$ cat src/rtl/stall_sequencer.sv
// rtl/stall_sequencer.sv - pipeline stall/flush sequencer with boot, bubble and freeze handling
module stall_sequencer #(
  parameter int unsigned LOAD_BUBBLES      = 1,
  parameter int unsigned BR_ALU_BUBBLES    = 1,
  parameter int unsigned BR_LOAD_E_BUBBLES = 2,
  parameter int unsigned BR_LOAD_M_BUBBLES = 1
) (
  input  logic        clk,
  input  logic        rst,
  input  logic        load_use,
  input  logic        br_dep_alu,
  input  logic        br_dep_load_e,
  input  logic        br_dep_load_m,
  input  logic        branch_taken,
  input  logic        jump,
  input  logic        mem_req,
  input  logic        mem_ready,
  output logic        pc_en,
  output logic        ifid_en,
  output logic        ifid_flush,
  output logic        idex_flush,
  output logic        exmem_en,
  output logic        memwb_en,
  output logic [1:0]  ctrl_state,
  output logic [15:0] stall_cycles
);

  typedef enum logic [1:0] {
    BOOT  = 2'd0,
    RUN   = 2'd1,
    STALL = 2'd2
  } state_t;

  state_t      r_state;
  state_t      w_state_next;
  logic [1:0]  r_cnt;
  logic [1:0]  w_cnt_next;
  logic [15:0] r_stall_cycles;
  logic        w_freeze;
  logic        w_hazard;
  logic [1:0]  w_bubbles;

  assign w_freeze = mem_req & ~mem_ready;
  assign w_hazard = load_use | br_dep_alu | br_dep_load_e | br_dep_load_m;

  // Bubble count is the worst case among all hazards raised this cycle.
  always_comb begin
    w_bubbles = 2'd0;
    if (load_use      && 2'(LOAD_BUBBLES)      > w_bubbles) w_bubbles = 2'(LOAD_BUBBLES);
    if (br_dep_alu    && 2'(BR_ALU_BUBBLES)    > w_bubbles) w_bubbles = 2'(BR_ALU_BUBBLES);
    if (br_dep_load_e && 2'(BR_LOAD_E_BUBBLES) > w_bubbles) w_bubbles = 2'(BR_LOAD_E_BUBBLES);
    if (br_dep_load_m && 2'(BR_LOAD_M_BUBBLES) > w_bubbles) w_bubbles = 2'(BR_LOAD_M_BUBBLES);
  end

  always_ff @(posedge clk) begin
    if (rst) begin
      r_state        <= BOOT;
      r_cnt          <= 2'd0;
      r_stall_cycles <= 16'd0;
    end else begin
      r_state <= w_state_next;
      r_cnt   <= w_cnt_next;
      if (!pc_en && r_stall_cycles != 16'hFFFF)
        r_stall_cycles <= r_stall_cycles + 16'd1;
    end
  end

  always_comb begin
    w_state_next = r_state;
    w_cnt_next   = r_cnt;
    pc_en        = 1'b1;
    ifid_en      = 1'b1;
    ifid_flush   = 1'b0;
    idex_flush   = 1'b0;
    exmem_en     = 1'b1;
    memwb_en     = 1'b1;

    if (rst || r_state == BOOT || (r_state != RUN && r_state != STALL)) begin
      pc_en        = 1'b0;
      ifid_en      = 1'b0;
      ifid_flush   = 1'b1;
      idex_flush   = 1'b1;
      w_state_next = RUN;
      w_cnt_next   = 2'd0;
    end else if (w_freeze) begin
      pc_en    = 1'b0;
      ifid_en  = 1'b0;
      exmem_en = 1'b0;
      memwb_en = 1'b0;
    end else if (r_state == STALL || w_hazard) begin
      pc_en      = 1'b0;
      ifid_en    = 1'b0;
      idex_flush = 1'b1;
      if (r_state == STALL) begin
        // A zero count cannot occur in STALL; treat it like the last bubble.
        if (r_cnt <= 2'd1) begin
          w_cnt_next   = 2'd0;
          w_state_next = RUN;
        end else begin
          w_cnt_next = r_cnt - 2'd1;
        end
      end else if (w_bubbles > 2'd1) begin
        w_cnt_next   = w_bubbles - 2'd1;
        w_state_next = STALL;
      end
    end else begin
      ifid_flush = branch_taken | jump;
    end
  end

  assign ctrl_state   = r_state;
  assign stall_cycles = r_stall_cycles;

endmodule

$ cat config.mk
export PLATFORM = sky130hd
export DESIGN_NAME = stall_sequencer
export DESIGN_NICKNAME = d
export VERILOG_FILES = /design/src/rtl/stall_sequencer.sv
export SDC_FILE = /design/constraint.sdc
export NUM_CORES = 1
export LEC_CHECK = 0
export BUFFER_PORTS_ARGS = -buffer_cell sky130_fd_sc_hd__buf_2
export CAP_MARGIN = 40
export CORE_MARGIN = 4
export CORE_UTILIZATION = 54
export DETAILED_ROUTE_END_ITERATION = 8
export GPL_TIMING_DRIVEN = 1
export PLACE_DENSITY = 0.94
export SLEW_MARGIN = 40
export SYNTH_ARGS = -nofsm -noshare
export SYNTH_HDL_FRONTEND = slang
export SYNTH_SLANG_ARGS = --single-unit
export TNS_END_PERCENT = 5
$ cat constraint.sdc
create_clock -name clk -period 3.76 [get_ports clk]
set_input_delay 0.564 -clock clk [delete_from_list [all_inputs] [get_ports clk]]
set_output_delay 0.564 -clock clk [all_outputs]
set_load 0.05 [all_outputs]
==> results of run 1 <==
==> cells in the mapped netlist, drive strengths merged (5+ instances only) <==
cell   count  area, sq um
nor2      14        52.55
or4        5        41.29
nand4      6        43.79
dfxtp     20        400.4
xnor2      9        78.83
buf        5        41.29
nand3      8        45.04
a21oi      8        43.79
o21ai      7        35.03
nor3       6        46.30
nand2      8        30.03
==> power by group through the flow <==
stage	Sequential, mW	Clock (mW)	Combinational [mW]
6_report	0.221	0.124	0.0555
5_1_grt	0.221	0.140	0.0608
4_1_cts	0.221	0.128	0.0558
3_5_place_dp	0.225	0	0.0556
3_3_place_gp	0.225	0	0.0535
2_1_floorplan	0.239	0	0.0274
==> flip-flops by register name (all words and copies together) (netlist names) <==
signal and cells:
ctrl_state 2, stall_cycles 16, r_cnt 2
==> metal layers <==
layer | share of wire [%] | global-route usage [%] | vias to the layer above
li1 | - | - | 524
met2 | 50 | 34.27 | 40
met1 | 43 | 23.00 | 493
met3 | 6.6 | 3.601 | 2
met4 | 0.85 | 7.884 | 0
met5 | 0 | 0 | -
==> worst min-delay path by stage <==
stage | from | end | cells after the start
global route | r_cnt[1] | r_cnt[1] | 1
global placement | stall_cycles[15] | stall_cycles[15] | 2
floorplan | r_cnt[1] | r_cnt[1] | 1
CTS | r_cnt[1] | r_cnt[1] | 1
finish | stall_cycles[15] | stall_cycles[15] | 2
detailed placement | r_cnt[1] | r_cnt[1] | 1
==> stage by stage <==
stage,utilization [%],total power [mW],setup WS (ns),cells,hold WS [ns]
2_1_floorplan,-,0.2663,0.8632,129,0.4814
3_3_place_gp,65.40,0.2785,0.9720,183,0.4990
3_5_place_dp,65.40,0.2810,0.8708,183,0.5125
4_1_cts,67.23,0.4042,0.5365,187,0.5303
5_1_grt,67.23,0.4219,0.3985,187,0.5463
6_report,67.23,0.4000,0.5636,187,0.5325
==> cells by family (layout without fill, tap and decap cells) <==
group	after synthesis	in the layout	synth area share, %
compound gates	20	20	10.19
xor+xnor	10	10	7.668
fa+ha+maj	3	3	3.286
buf+inv	9	40	4.928
flops	20	20	35.05
mux	2	2	2.190
simple gates	65	65	36.69
==> tightest hold or removal path, cell delays in order, from the launching register on <==
cell and delay (ns):
dfxtp_1 0.36, o31ai_1 0.08, a21oi_1 0.06
==> area by class of cell <==
type                       instances  area [sq um]  area share [%]
inverter                           3         11.26          0.8451
sequential                        20         400.4           30.05
multi-input combinational        100         685.7           51.46
timing repair buffer              33         165.2           12.39
clock buffer                       4         36.28           2.723
tap                               27         33.78           2.535
==> impl_metrics.yaml, run 1 <==
drt:
  post_drt_via_cell_ratio: 5.663
  ant_nets: 0
  initialDrtViolationCount: 30
  num_vias: 1059
  wl_per_cell_um: 13.81
  wl_um: 2582
  drcViolationCount: 0
  dr.pass1.iters: 4
timing:
  min_period_over_period_pct: 85.01
  max_freq_ghz: 0.3129
  hold_violations: 0
  fin_skew_ns: 0.005120
  worst_slew_pin_slew_ns: 0.7298
  rsz0062_at_grt: "no"
  period_needed_ns: 3.196
  slew_headroom_pct: 51.14
  finalSetupViolCount: 0
  finalSetupTns_ns: 0
  slew_violations: 0
layout:
  finalNetCount: 174
  fill_cells: 164
  drive_gt1_share_pct: 29.38
  final_common_cell: "buf_2"
  layout_common_cells: "buf_2, dfxtp_1, nor2_1"
  area_delta_synth_final_pct: 16.65
  diodes: 0
  design_area_sq_um: 1333
synthesis:
  synth_edf_count: 0
  avgSynthCellArea_sq_um: 8.855
  async_reset_ff_share_pct: 0
  syn-cell-area_sq_um: 1142
  synth_ff_type: "dfxtp_1"
  ys_seq_area_share_pct: 35.05
  syn_nets: 142
  synth_cell_types: 40
  syn_inst: 129
  yosysWarnings: 0
  ys_seq_elements: 20
worst_setup_path:
  regToRegStartpoint: "ctrl_state[0]"
  r2r_end: "stall_cycles[1]"
  worst-path-buf-inv: 2
  worst-path-stages: 5
  worstPathCellList: "inv_1 > ha_1 > or4_4 > nor4b_4 > buf_2"
  worstPathRequired_ns: 3.20
  path_delay_family: "simple AND/OR/NAND/NOR gates"
  worst-setup-path-type: "flop to primary output"
  critPathArrivalTime_ns: 2.63
  r2r_setup_slack_ns: 1.03
  crit_start: "ctrl_state[0]"
  cp-end-kind: "primary output"
  critPathMaxFanout: 12
  cp-endpoint: "ifid_en"
  cpPeakStageDelay_ns: 0.68
  startpoint_type: "flop"
  slowest_stage: "nor4b_4"
  r2r_cells: 7
clock_tree:
  cts_tree: "done"
  cts_resized: 0
  cts_root_buf: "clkbuf_4"
  holdBufCountCts: 0
  cts_buffers: 3
  postCtsSetupBuffers: 0
  clock-sinks: 20
  clk-insertion-delay-late_ns: 0.30
  cts_max_path_buffers: 2
  cts_htree_levels: 1
  path_clk_slew_ns: 0.11
power:
  powerDensity_nw_per_um2: 300.2
  intPower_mw: 0.2925
  combPwrFrac_pct: 13.9
  p_clk_share_pct: 31.0
  power.leakage_nw: 0.5443
  seqPwrFrac_pct: 55.1
  p_sw_mw: 0.1076
  switching_share_pct: 26.89
  ir_drop_uv: 195.4
global_routing:
  grtUsageTotal_pct: 19.47
  grt_start_max_net_pins: 20
  grt_pass1_wl_um: 4222
  antenna_found_initial: 0
  grt_pass1_vias: 982
  grt.overflow.total: 0
floorplan:
  ioPinCount: 34
  core_sq_um: 1982
  die_w_um: 54.00
  initial_core_util_pct: 57.64
  fp-row-count: 16
  die_height_um: 54.00
  dieArea_sq_um: 2915
min_path:
  hold_path_class: "flop to flop"
placed_design:
  dp_hpwl_um: 1943
  portBuffers: 33
  dpl-instance-area_sq_um: 1296
  finalWeightedCongestion: 0.8632
flow_run:
  drv_cap: 0
status:
  outcome: "finished, final reports clean"
Note: power is estimated with default switching activity, not from simulation.
==> run 2: changes to the inputs <==
--- a/config.mk
+++ b/config.mk
@@ -8,10 +8,10 @@
 export BUFFER_PORTS_ARGS = -buffer_cell sky130_fd_sc_hd__buf_2
 export CAP_MARGIN = 40
 export CORE_MARGIN = 4
-export CORE_UTILIZATION = 54
+export CORE_UTILIZATION = 50
 export DETAILED_ROUTE_END_ITERATION = 8
 export GPL_TIMING_DRIVEN = 1
-export PLACE_DENSITY = 0.94
+export PLACE_DENSITY = 0.89
 export SLEW_MARGIN = 40
 export SYNTH_ARGS = -nofsm -noshare
 export SYNTH_HDL_FRONTEND = slang
==> constraint.sdc (replaced) <==
create_clock -name clk -period 3.1 [get_ports clk]
set_input_delay 0.465 -clock clk [delete_from_list [all_inputs] [get_ports clk]]
set_output_delay 0.465 -clock clk [all_outputs]
set_load 0.05 [all_outputs]
==> impl_metrics.yaml, run 2 (synthesis gave the netlist of run 1 again) <==
timing:
  max_freq_ghz: 0.3552
  period_needed_ns: 2.815
  slew_violations: 0
  worst_slew_pin_slew_ns: 0.4733
  fin_skew_ns: 0.006796
  hold_violations: 0
  finalSetupTns_ns: 0
  finalSetupViolCount: 0
  rsz0062_at_grt: "no"
  min_period_over_period_pct: 90.82
  slew_headroom_pct: 68.21
placed_design:
  finalWeightedCongestion: 0.8408
  dpl-instance-area_sq_um: 1313
  portBuffers: 33
  dp_hpwl_um: 1956
drt:
  wl_per_cell_um: 13.57
  drcViolationCount: 0
  initialDrtViolationCount: 28
  wl_um: 2579
  post_drt_via_cell_ratio: 5.711
  ant_nets: 0
  dr.pass1.iters: 4
  num_vias: 1085
layout:
  finalNetCount: 176
  area_delta_synth_final_pct: 18.07
  fin_util_pct: 61.56
  layout_common_cells: "buf_2, dfxtp_1, nor2_1"
  drive_gt1_share_pct: 30.25
  fill_cells: 200
  regArea_sq_um: 400.4
  diodes: 0
  final_common_cell: "buf_2"
  design_area_sq_um: 1349
  multi_input_area_sq_um: 685.7
  largest_register_ffs: 16
clock_tree:
  holdBufCountCts: 0
  path_clk_slew_ns: 0.11
  cts_max_path_buffers: 2
  postCtsSetupBuffers: 0
  cts_root_buf: "clkbuf_4"
  clk-insertion-delay-late_ns: 0.30
  clock-sinks: 20
  cts_buffers: 3
  cts_tree: "done"
  cts_resized: 0
  cts_htree_levels: 1
worst_setup_path:
  startpoint_type: "flop"
  worstPathRequired_ns: 2.63
  critPathMaxFanout: 12
  cp-end-kind: "primary output"
  worst-setup-path-type: "flop to primary output"
  critPathArrivalTime_ns: 2.35
global_routing:
  grtUsageTotal_pct: 16.81
  grt.overflow.total: 0
  grt_start_max_net_pins: 19
  antenna_found_initial: 0
  grt_pass1_wl_um: 4215
  grt_pass1_vias: 987
floorplan:
  die_w_um: 55.80
  core_sq_um: 2191
  die_height_um: 55.80
  initial_core_util_pct: 52.14
  dieArea_sq_um: 3114
  ioPinCount: 34
  fp-row-count: 17
flow_run:
  drv_cap: 0
min_path:
  hold_path_class: "primary input to flop"
power:
  power.leakage_nw: 0.5546
  ir_drop_uv: 216.9
  powerDensity_nw_per_um2: 360.0
  finalPower_mw: 0.4856
status:
  outcome: "finished, final reports clean"
[run 2: cell types whose count changed in the layout (fill, tap and decap cells not counted)]
| cell | previous run | this run |
|---|---|---|
| buf_4 | 0 | 2 |
[run 2: area by class of cell]
class                      count  area share [%]
clock buffer                   4           2.690
sequential                    20           29.68
timing repair buffer          35           13.36
inverter                       3          0.8349
multi-input combinational    100           50.84
tap                           28           2.597
[run 2: critical path, stage by stage (launching register included)]
cell and delay [ns]:
dfxtp_1 0.35, inv_1 0.08, ha_1 0.26, or4_4 0.58, nor4b_4 0.26, buf_4 0.23
buf_2 0.29
[run 2: final timing paths]
check / from / to / slack (ns) / cells past startpoint
setup / recovery: ctrl_state[0] / ifid_en / 0.28 / 6
hold / removal: rst / ctrl_state[0] / 0.50 / 3
setup reg to reg: ctrl_state[0] / stall_cycles[1] / 0.67 / 8
hold reg to reg: r_cnt[1] / r_cnt[1] / 0.52 / 1
[run 2: through the flow]
step           hold slack [ns]  instances  setup slack [ns]
2_1_floorplan           0.4814        129            0.3022
3_3_place_gp            0.5005        186            0.7133
3_5_place_dp            0.5001        186            0.6400
4_1_cts                 0.4888        190            0.2826
5_1_grt                 0.5032        190            0.1571
6_report                0.5005        190            0.2845
[run 2: per-layer routing]
layer  track usage [%]  wire length (um)
met3             3.712               184
met4             7.292                40
met5                 0                 0
met2             28.72              1247
met1             20.06              1106
[run 2: where the power goes]
| group | leakage [nW] | switching, mW | internal [mW] |
|---|---|---|---|
| clock | 0.0210 | 0.0771 | 0.0717 |
| sequential | 0.162 | 0.00535 | 0.262 |
| combinational | 0.371 | 0.0474 | 0.0218 |
==> run 3: changes to the inputs <==
--- a/config.mk
+++ b/config.mk
@@ -5,14 +5,14 @@
 export SDC_FILE = /design/constraint.sdc
 export NUM_CORES = 1
 export LEC_CHECK = 0
+export ABC_AREA = 1
 export BUFFER_PORTS_ARGS = -buffer_cell sky130_fd_sc_hd__buf_2
 export CAP_MARGIN = 40
 export CORE_MARGIN = 4
-export CORE_UTILIZATION = 50
+export CORE_UTILIZATION = 52
 export DETAILED_ROUTE_END_ITERATION = 8
 export GPL_TIMING_DRIVEN = 1
 export PLACE_DENSITY = 0.89
-export SLEW_MARGIN = 40
 export SYNTH_ARGS = -nofsm -noshare
 export SYNTH_HDL_FRONTEND = slang
 export SYNTH_SLANG_ARGS = --single-unit
==> impl_metrics.yaml, run 3 <==
power:
  seqPwrFrac_pct: 54.6
  power.leakage_nw: 0.6560
  intPower_mw: 0.3538
  powerDensity_nw_per_um2: 320.4
  p_clk_share_pct: 31.1
  combPwrFrac_pct: 14.4
  switching_share_pct: 28.08
  p_sw_mw: 0.1382
  ir_drop_uv: 282.4
worst_setup_path:
  r2r_setup_slack_ns: 1.30
  critPathArrivalTime_ns: 1.82
  cp-end-kind: "primary output"
  critPathMaxFanout: 4
  worstPathRequired_ns: 2.63
  startpoint_type: "flop"
  worst-setup-path-type: "flop to primary output"
synthesis:
  avgSynthCellArea_sq_um: 6.632
  netlist_top_cells_count: "nand2_1, nor2_1, dfxtp_1, inv_1, nand3_1"
  synth_top_area_cell: "dfxtp_1"
  synth_edf_count: 0
  syn-cell-area_sq_um: 1346
  ys_top_cells_by_area: "dfxtp_1, nand2_1, a21oi_2, nor2_1, inv_1"
  ys_seq_area_share_pct: 29.74
  async_reset_ff_share_pct: 0
  yosysTopAreaCellShare_pct: 29.74
  yosysWarnings: 0
  syn_inst: 203
  synth_cell_types: 27
  syn_nets: 216
  synth_ff_type: "dfxtp_1"
  ys_seq_elements: 20
  synthMostInstantiatedCell: "nand2_1"
timing:
  finalHoldWorstSlack_ns: 0.4835
  max_freq_ghz: 0.4379
  slew_violations: 0
  rsz0062_at_grt: "no"
  min_period_over_period_pct: 73.66
  slew_headroom_pct: 72.40
  hold_violations: 0
  worst_slew_pin_slew_ns: 0.4140
  fin_skew_ns: 0.008228
  period_needed_ns: 2.283
  finalSetupViolCount: 0
  finalSetupTns_ns: 0
placed_design:
  dp_hpwl_um: 2206
  portBuffers: 33
  finalWeightedCongestion: 0.8283
floorplan:
  die_height_um: 58.88
  ioPinCount: 34
  core_sq_um: 2477
  fp-row-count: 18
  dieArea_sq_um: 3467
  die_w_um: 58.88
  initial_core_util_pct: 54.34
drt:
  wl_per_cell_um: 11.03
  drcViolationCount: 0
  initialDrtViolationCount: 53
  post_drt_via_cell_ratio: 5.121
  wl_um: 2924
  ant_nets: 0
  num_vias: 1357
  dr.pass1.iters: 4
layout:
  largest_register_ffs: 16
  area_delta_synth_final_pct: 14.03
  final_common_cell: "nand2_1"
  fill_cells: 248
  finalNetCount: 249
  layout_common_cells: "nand2_1, buf_2, nor2_1"
  diodes: 0
  drive_gt1_share_pct: 28.51
global_routing:
  grt.overflow.total: 0
  antenna_found_initial: 0
  grt_pass1_wl_um: 4940
  grt_pass1_vias: 1212
  grt_start_max_net_pins: 18
  grtUsageTotal_pct: 18.00
clock_tree:
  clock-sinks: 20
  cts_buffers: 3
  cts_resized: 0
  cts_root_buf: "clkbuf_4"
  postCtsSetupBuffers: 0
  cts_htree_levels: 1
  cts_tree: "done"
  path_clk_slew_ns: 0.12
  holdBufCountCts: 0
  cts_max_path_buffers: 2
  clk-insertion-delay-late_ns: 0.31
flow_run:
  drv_cap: 0
min_path:
  hold_path_class: "flop to flop"
status:
  outcome: "finished, final reports clean"
==> run 3: cell families after synthesis <==
family,Yosys count,share of synthesized area [%]
flip-flops,20,29.74
buffers and inverters,29,10.50
AO/OA/AOI/OAI,26,12.73
XOR/XNOR,5,3.253
adder cells (fa/ha/maj),3,2.788
AND/OR/NAND/NOR,120,40.99
==> run 3: layer usage <==
layer | track usage, % | share of wire, % | vias up
met5 | 0 | 0 | -
met4 | 6.796 | 1.2 | 0
met3 | 3.289 | 8.4 | 4
met2 | 32.49 | 49 | 50
met1 | 20.86 | 42 | 598
li1 | - | - | 705
==> run 3: power groups by stage <==
stage	Sequential (mW)	Combinational (mW)	Clock [mW]
finish	0.268	0.0706	0.153
global route	0.270	0.0758	0.167
CTS	0.269	0.0712	0.157
detailed placement	0.275	0.0709	0
global placement	0.274	0.0703	0
floorplan	0.291	0.0391	0
==> run 3: area by class of cell <==
type	instances	area, sq um	share of cell area (%)
well taps	30	37.54	2.445
clock buffers	4	36.28	2.363
flip-flops and latches	20	400.4	26.08
inverters	24	91.34	5.949
repair buffers	33	165.2	10.76
multi-input cells	154	804.5	52.40
==> run 3: worst paths after layout <==
kind | startpoint | endpoint | depth (start not counted)
hold reg to reg | r_cnt[1] | r_cnt[1] | 2
setup / recovery | ctrl_state[0] | ifid_en | 8
setup reg to reg | ctrl_state[0] | stall_cycles[9] | 10
hold / removal | r_cnt[1] | r_cnt[1] | 2
==> run 3: worst max-delay path, stage by stage, from the launching register on <==
cell and delay (ns):
dfxtp_1 0.36, inv_1 0.07, ha_1 0.25, nor2_2 0.20, nand3_1 0.11, nor2_1 0.11
nand2_1 0.08, inv_1 0.07, buf_2 0.26
==> run 3: through the flow <==
stage	worst slack (ns)	cells	cell area, sq um	power (mW)	util [%]
floorplan	0.2349	203	1346	0.3301	-
global placement	1.215	261	1499	0.3447	60.51
detailed placement	1.165	261	1499	0.3454	60.51
CTS	0.8195	265	1535	0.4971	61.97
global route	0.7041	265	1535	0.5126	61.97
finish	0.8166	265	1535	0.4920	61.97
